File: config.mk
export PLATFORM = sky130hd
export DESIGN_NAME = spi_flash_reader
export DESIGN_NICKNAME = d
export VERILOG_FILES = /design/src/rtl/spi_flash_reader.sv
export SDC_FILE = /design/constraint.sdc
export NUM_CORES = 1
export LEC_CHECK = 0
export CAP_MARGIN = 15
export CORE_ASPECT_RATIO = 1.4
export CORE_MARGIN = 4
export CORE_UTILIZATION = 55
export CTS_BUF_LIST = sky130_fd_sc_hd__clkbuf_8
export DETAILED_ROUTE_END_ITERATION = 12
export GPL_ROUTABILITY_DRIVEN = 0
export PLACE_DENSITY = 0.82
export SKIP_CTS_REPAIR_TIMING = 1
export SLEW_MARGIN = 5
export SYNTH_ARGS = -nofsm -noshare
export SYNTH_HDL_FRONTEND = slang
export SYNTH_SLANG_ARGS = --single-unit
File: constraint.sdc
create_clock -name clk -period 3.4 [get_ports clk]
set_clock_uncertainty 0.1 [all_clocks]
set_input_delay 0.68 -clock clk [delete_from_list [all_inputs] [get_ports clk]]
set_output_delay 0.68 -clock clk [all_outputs]
set_load 0.01 [all_outputs]
File: src/rtl/spi_flash_reader.sv
// Read-only SPI NOR flash controller.
// Each accepted request becomes one 0x03 READ transaction in SPI mode 0:
// 8 command bits, 24 address bits, then 32 data bits. The data bytes are
// returned little-endian, so the first byte from the flash is the low byte.
module spi_flash_reader #(
    parameter int CLK_DIV = 1,
    parameter int CS_GAP  = 2
) (
    input  logic        clk,
    input  logic        reset,
    input  logic        mem_valid,
    output logic        mem_ready,
    input  logic [31:0] mem_addr,
    output logic [31:0] mem_rdata,
    output logic        busy,
    output logic        flash_cs,
    output logic        flash_clk,
    output logic        flash_mosi,
    input  logic        flash_miso
);
    localparam int DIV_W = (CLK_DIV > 1) ? $clog2(CLK_DIV) : 1;
    localparam logic [DIV_W-1:0] DIV_LAST = DIV_W'(CLK_DIV - 1);
    // The DONE cycle is the first chip-select-high cycle, so GAP covers CS_GAP-1 cycles.
    localparam int GAP_W = (CS_GAP > 2) ? $clog2(CS_GAP - 1) : 1;
    localparam logic [GAP_W-1:0] GAP_LOAD = GAP_W'((CS_GAP > 2) ? (CS_GAP - 2) : 0);

    typedef enum logic [1:0] {
        S_IDLE,
        S_SHIFT,
        S_DONE,
        S_GAP
    } state_t;

    state_t           state_q, state_d;
    logic [31:0]      tx_q, tx_d;
    logic [31:0]      rx_q, rx_d;
    logic [5:0]       bit_q, bit_d;
    logic [DIV_W-1:0] div_q, div_d;
    logic [GAP_W-1:0] gap_q, gap_d;
    logic             sck_q, sck_d;
    logic             cs_q;
    logic             busy_q;
    logic             ready_q, ready_d;
    logic [31:0]      rdata_q, rdata_d;

    // Only word-aligned 24-bit flash addresses are reachable.
    logic unused_addr;
    assign unused_addr = ^{mem_addr[31:24], mem_addr[1:0]};

    assign mem_ready  = ready_q;
    assign mem_rdata  = rdata_q;
    assign busy       = busy_q;
    assign flash_cs   = cs_q;
    assign flash_clk  = sck_q;
    // TX is fully shifted out (all zeros) after slot 31, so MOSI idles at 0 during data.
    assign flash_mosi = tx_q[31];

    // Next-state, shift and handshake logic.
    always_comb begin
        state_d = state_q;
        tx_d    = tx_q;
        rx_d    = rx_q;
        bit_d   = bit_q;
        div_d   = div_q;
        gap_d   = gap_q;
        sck_d   = sck_q;
        rdata_d = rdata_q;
        ready_d = 1'b0;

        case (state_q)
            S_IDLE: begin
                sck_d = 1'b0;
                if (mem_valid) begin
                    tx_d    = {8'h03, mem_addr[23:2], 2'b00};
                    bit_d   = '0;
                    div_d   = '0;
                    state_d = S_SHIFT;
                end
            end
            S_SHIFT: begin
                if (div_q == DIV_LAST) begin
                    div_d = '0;
                    if (!sck_q) begin
                        sck_d = 1'b1;
                    end else begin
                        // Falling SCK edge: sample MISO, advance MOSI, close the slot.
                        sck_d = 1'b0;
                        tx_d  = {tx_q[30:0], 1'b0};
                        if (bit_q[5]) begin
                            rx_d = {rx_q[30:0], flash_miso};
                        end
                        bit_d = bit_q + 6'd1;
                        if (bit_q == 6'd63) begin
                            state_d = S_DONE;
                            ready_d = 1'b1;
                            rdata_d = {rx_d[7:0], rx_d[15:8], rx_d[23:16], rx_d[31:24]};
                        end
                    end
                end else begin
                    div_d = div_q + 1'b1;
                end
            end
            S_DONE: begin
                if (CS_GAP > 1) begin
                    gap_d   = GAP_LOAD;
                    state_d = S_GAP;
                end else begin
                    state_d = S_IDLE;
                end
            end
            S_GAP: begin
                if (gap_q == '0) begin
                    state_d = S_IDLE;
                end else begin
                    gap_d = gap_q - 1'b1;
                end
            end
            default: state_d = S_IDLE;
        endcase
    end

    // State and output registers; outputs derive from the next state so all are registered.
    always_ff @(posedge clk) begin
        if (reset) begin
            state_q <= S_IDLE;
            tx_q    <= '0;
            rx_q    <= '0;
            bit_q   <= '0;
            div_q   <= '0;
            gap_q   <= '0;
            sck_q   <= 1'b0;
            cs_q    <= 1'b1;
            busy_q  <= 1'b0;
            ready_q <= 1'b0;
            rdata_q <= '0;
        end else begin
            state_q <= state_d;
            tx_q    <= tx_d;
            rx_q    <= rx_d;
            bit_q   <= bit_d;
            div_q   <= div_d;
            gap_q   <= gap_d;
            sck_q   <= sck_d;
            cs_q    <= (state_d != S_SHIFT);
            busy_q  <= (state_d != S_IDLE);
            ready_q <= ready_d;
            rdata_q <= rdata_d;
        end
    end

endmodule

### Word level (Yosys, flattened, before mapping)

Cells that the tools add are included.

* register bits after elaboration: 110
* input port bits: 36
* word-level logic and storage cells: 59

* add/sub/neg operators: 3
* eq/ne operators: 8
* muxes and demuxes: 24
* bitwise operators: 3
* reduce and logical (&&, ||, !) cells: 10

Operators with widths (number)
* $mux W32: 4
* $pmux W32 S2: 1
* $mux W6: 3
* $pmux W6 S2: 1
* $mux W2: 5
* $pmux W2 S4: 1
* $reduce_and A4 Y1: 2
* $add A6 B1 Y6 const B: 1
* $eq A6 B6 Y1 const B: 1
* $mux W1: 6
* $ne A2 B2 Y1 const B: 3
* $pmux W1 S2: 3
* $reduce_bool A2 Y1: 3
* $eq A2 B2 Y1 const B: 2
* $reduce_and A2 Y1: 2
* $reduce_or A4 Y1: 1
* $not A1 Y1: 3
* $reduce_and A3 Y1: 1
* $eq A2 B1 Y1 const B: 1
* $logic_not A2 Y1: 1
* $ne A2 B1 Y1 const B: 1
* $add A1 B1 Y1 const B: 1
* $sub A1 B1 Y1 const B: 1

### Depth between registers and ports, before layout

* depth after elaboration: 6
* gate-level depth with buffers: 6
* depth with buffers taken out: 4

### Worst setup path before layout

OpenSTA, ideal clock, no wires.

* path kind: input port to flip-flop
* start: input mem_valid
* end: register tx_q[21]
* library setup time: 134 ps
* arrival: 1290 ps
* required time: 3166 ps
* slack: 1877 ps
* cell stages on the path: 4
* cells stage by stage: mux2_2 buf_2 a21oi_1 a311oi_1

* longest elaborated chain between the ends: 2

Ends and longest elaborated chain
* start: declaration: line 11 `input logic mem_valid,`
* $ne A2 B2 Y1 (no source line)
* $reduce_and A4 Y1 (no source line)
* end signal: assignment: line 138 `tx_q <= tx_d;`
* end: declaration: line 35 `logic [31:0] tx_q, tx_d;`

Every way passes these cells.
A chain may end at the register's enable or synchronous reset.

### Worst setup path in the final report

* start: register sck_q (netlist: flash_clk)
* end: output flash_clk

RTL lines
* start: declaration: line 40 `logic sck_q, sck_d;`
* start signal: assignment: line 143 `sck_q <= sck_d;`
* end: declaration: line 17 `output logic flash_clk,`

No word-level cell between the ends.

==> out/results.ini <==
[yosys]
syn-num-nets = 552
synth_cell_types = 36
seq_area_frac_synth_pct = 47.5
synthArstFlopShare_pct = 0
avgSynthCellArea_um2 = 8.67
synth_ff_type = dfxtp_1
synth_simple_gate_area_share_pct = 14.7
synth_top_area_share_pct = 47.5
yosys-top-cells-count = 117 x nand2_1, 106 x dfxtp_1, 97 x a21oi_1
synthMuxAreaShare_pct = 8.10
synth_largest_area_cell = dfxtp_1
yosys-top-cells-area = dfxtp_1 48%, a21oi_1 11%, nand2_1 9.8%, mux2i_1 7.8%, a211oi_1 5.7%
synth_fa_ha_area_share_pct = 0.280
synth_compound_area_share_pct = 23.2
synth.most_common_cell = nand2_1
synth_xor_area_share_pct = 0.196
synthCells = 515
ys_ff_latch = 106
yosysWarnings = 0
synthesis.area_um2 = 4460
synth_top_family_by_area = compound AO/OA/AOI/OAI gates
synth-edff-count = 0

[worst_setup_path]
start_kind = flip-flop
rrSetupSlack_ps = 1030
reg2reg_depth = 4
worst_setup_path_end_kind = output port
timing.rr.start = state_q[0]
slowest_delay_ps = 630
r2r_end = tx_q[24]
crit_buf_inv = 1
worst_path_max_delay_cell = dfxtp_1
crit_required_ps = 2620
critPathLaunch = flash_clk
path_cells = clkdlybuf4s50_1
cp_max_fo = 14
path_class = reg -> out
critical_path_arrival_ps = 1630
timing.critical_path.max_delay_family = flip-flops

[finish]
drive_gt1_share_pct = 6.16
area_growth_pct = 18.3
nNetsFinal = 584
n_antenna_cell = 0

[global_routing]
grt_max_degree = 66
antenna_found_initial = 0
grt_first_pass_wirelength_mm = 15.6
grt_pass1_vias = 3555
grt_use_total_pct = 19.5
grt_remaining_overflow = 0

[placement]
dp_hpwl_mm = 5.89
place_ws_ps = 648
portBuffers = 62

[timing]
fin_ws_ps = 994
max_freq_mhz = 416
period_share_pct = 70.8
slew-limit-headroom_pct = 37.2
final_max_slew_viol_count = 0
final_hold_viol_count = 0
max_slew.worst_pin.slew_ps = 915
rsz0062_at_grt = no
finalCriticalPeriod_ps = 2410
setup_violations = 0
tns_ps = 0

[floorplanning]
die_h_um = 115
core_area_um2 = 7850
initial_core_util_pct = 56.9
die_w_um = 84.1
rows = 38
io_pins = 73
die_area_um2 = 9640

[routing]
viasPerCell = 5.72
wl_per_cell_um = 14.2
remaining_drc_errors = 0
drt-total-wl_mm = 9.26
vias = 3731
drt_iter0_markers = 192
drt_first_pass_iters = 4
postRouteAntennaNets = 0

[min_path]
holdPathStages = 2
hp-start = tx_q[30]
hold_path_end = tx_q[31]
holdCritPathClass = reg -> reg

[flow_run]
drv_cap = 0

[clocking]
clock_path_buffers = 2
clock-sinks = 106
cts_max_level = 3
tritoncts = yes
cts_root_buf = clkbuf_8
path_clk_slew_ps = 90
worstSkewPairLatency_ps = 370
cts_buffers = 9

[power_and_ir_drop]
vdd_drop_max_mv = 0.308
p_leak_nw = 1.63
power_density_nw_per_um2 = 431

[status]
status = completed

through the flow:
| stage | cell area, µm² | total power [mW] | hold slack [ps] | utilization (%) | std cells |
|---|---|---|---|---|---|
| after floorplan | 4460 | 1.42 | 328 | - | 515 |
| after global placement | 5030 | 1.47 | 336 | 64.1 | 635 |
| after detailed placement | 5030 | 1.47 | 350 | 64.1 | 635 |
| after CTS | 5250 | 2.29 | 364 | 66.9 | 651 |
| after global routing | 5280 | 2.36 | 387 | 67.3 | 652 |
| final | 5280 | 2.28 | 357 | 67.3 | 652 |
how the worst max path moves through the flow:
stage,end,slack [ps],cells past startpoint
final,flash_clk,990,1
after global routing,tx_q[12],880,4
after CTS,mem_rdata[9],860,4
after detailed placement,tx_q[25],650,5
after global placement,tx_q[24],730,5
after floorplan,tx_q[21],1880,4
cells by family (layout without fill, tap and decap cells):
kind of cell,Yosys count,after routing
AND/OR/NAND/NOR,149,149
XOR/XNOR,1,1
buffers and inverters,53,90
AO/OA/AOI/OAI,169,169
flip-flops,106,106
multiplexers,36,36
adder cells (fa/ha/maj),1,1
where the power goes:
group	switching (mW)	internal [mW]	total (mW)
Sequential	0.0223	1.27	1.29
Clock	0.404	0.430	0.834
Combinational	0.0797	0.0698	0.150
Total	0.506	1.77	2.28
area by class of cell:
class / instances / area, µm²
clock buffers: 10 / 138
clock inverters: 6 / 81.3
fillers: 633 / 2570
inverters: 2 / 7.51
multi-input cells: 356 / 2080
flip-flops and latches: 106 / 2120
well taps: 100 / 125
repair buffers: 72 / 723
flip-flops by register name (all words and copies together) (netlist names):
signal	cells
rx_q	32
state_q	2
bit_q	6
mem_ready	1
tx_q	30
flash_clk	1
busy	1
flash_cs	1
mem_rdata	32
cell usage in the layout (no fill, tap or decap), types with 2 or more instances in the layout:
| master | Yosys | layout |
|---|---|---|
| clkinv_2 | 0 | 2 |
| nand4b_1 | 2 | 2 |
| dfxtp_1 | 106 | 105 |
| clkbuf_8 | 0 | 10 |
| a211oi_1 | 34 | 34 |
| nand2b_1 | 3 | 3 |
| buf_4 | 7 | 8 |
| o21ai_0 | 11 | 11 |
| or4_1 | 2 | 2 |
| inv_1 | 2 | 3 |
| a311oi_1 | 21 | 21 |
| nand3b_1 | 2 | 2 |
| and4b_1 | 2 | 2 |
| o31ai_1 | 2 | 2 |
| bufinv_16 | 0 | 2 |
| nor2_1 | 6 | 6 |
| nand3_1 | 5 | 5 |
| nand2_1 | 117 | 117 |
| nor2b_1 | 2 | 2 |
| o221a_2 | 2 | 2 |
| clkdlybuf4s50_1 | 0 | 61 |
| mux2i_1 | 35 | 35 |
| a21oi_1 | 97 | 97 |
routing by layer:
metal | share of wire [%] | up-vias | GRT usage (%)
met5 | 0 | - | 0
met4 | 2.0 | 0 | 8.91
met3 | 4.1 | 14 | 2.74
met2 | 52 | 81 | 36.5
met1 | 42 | 1747 | 21.7
li1 | - | 1889 | -
(Power assumes the default switching activity.)
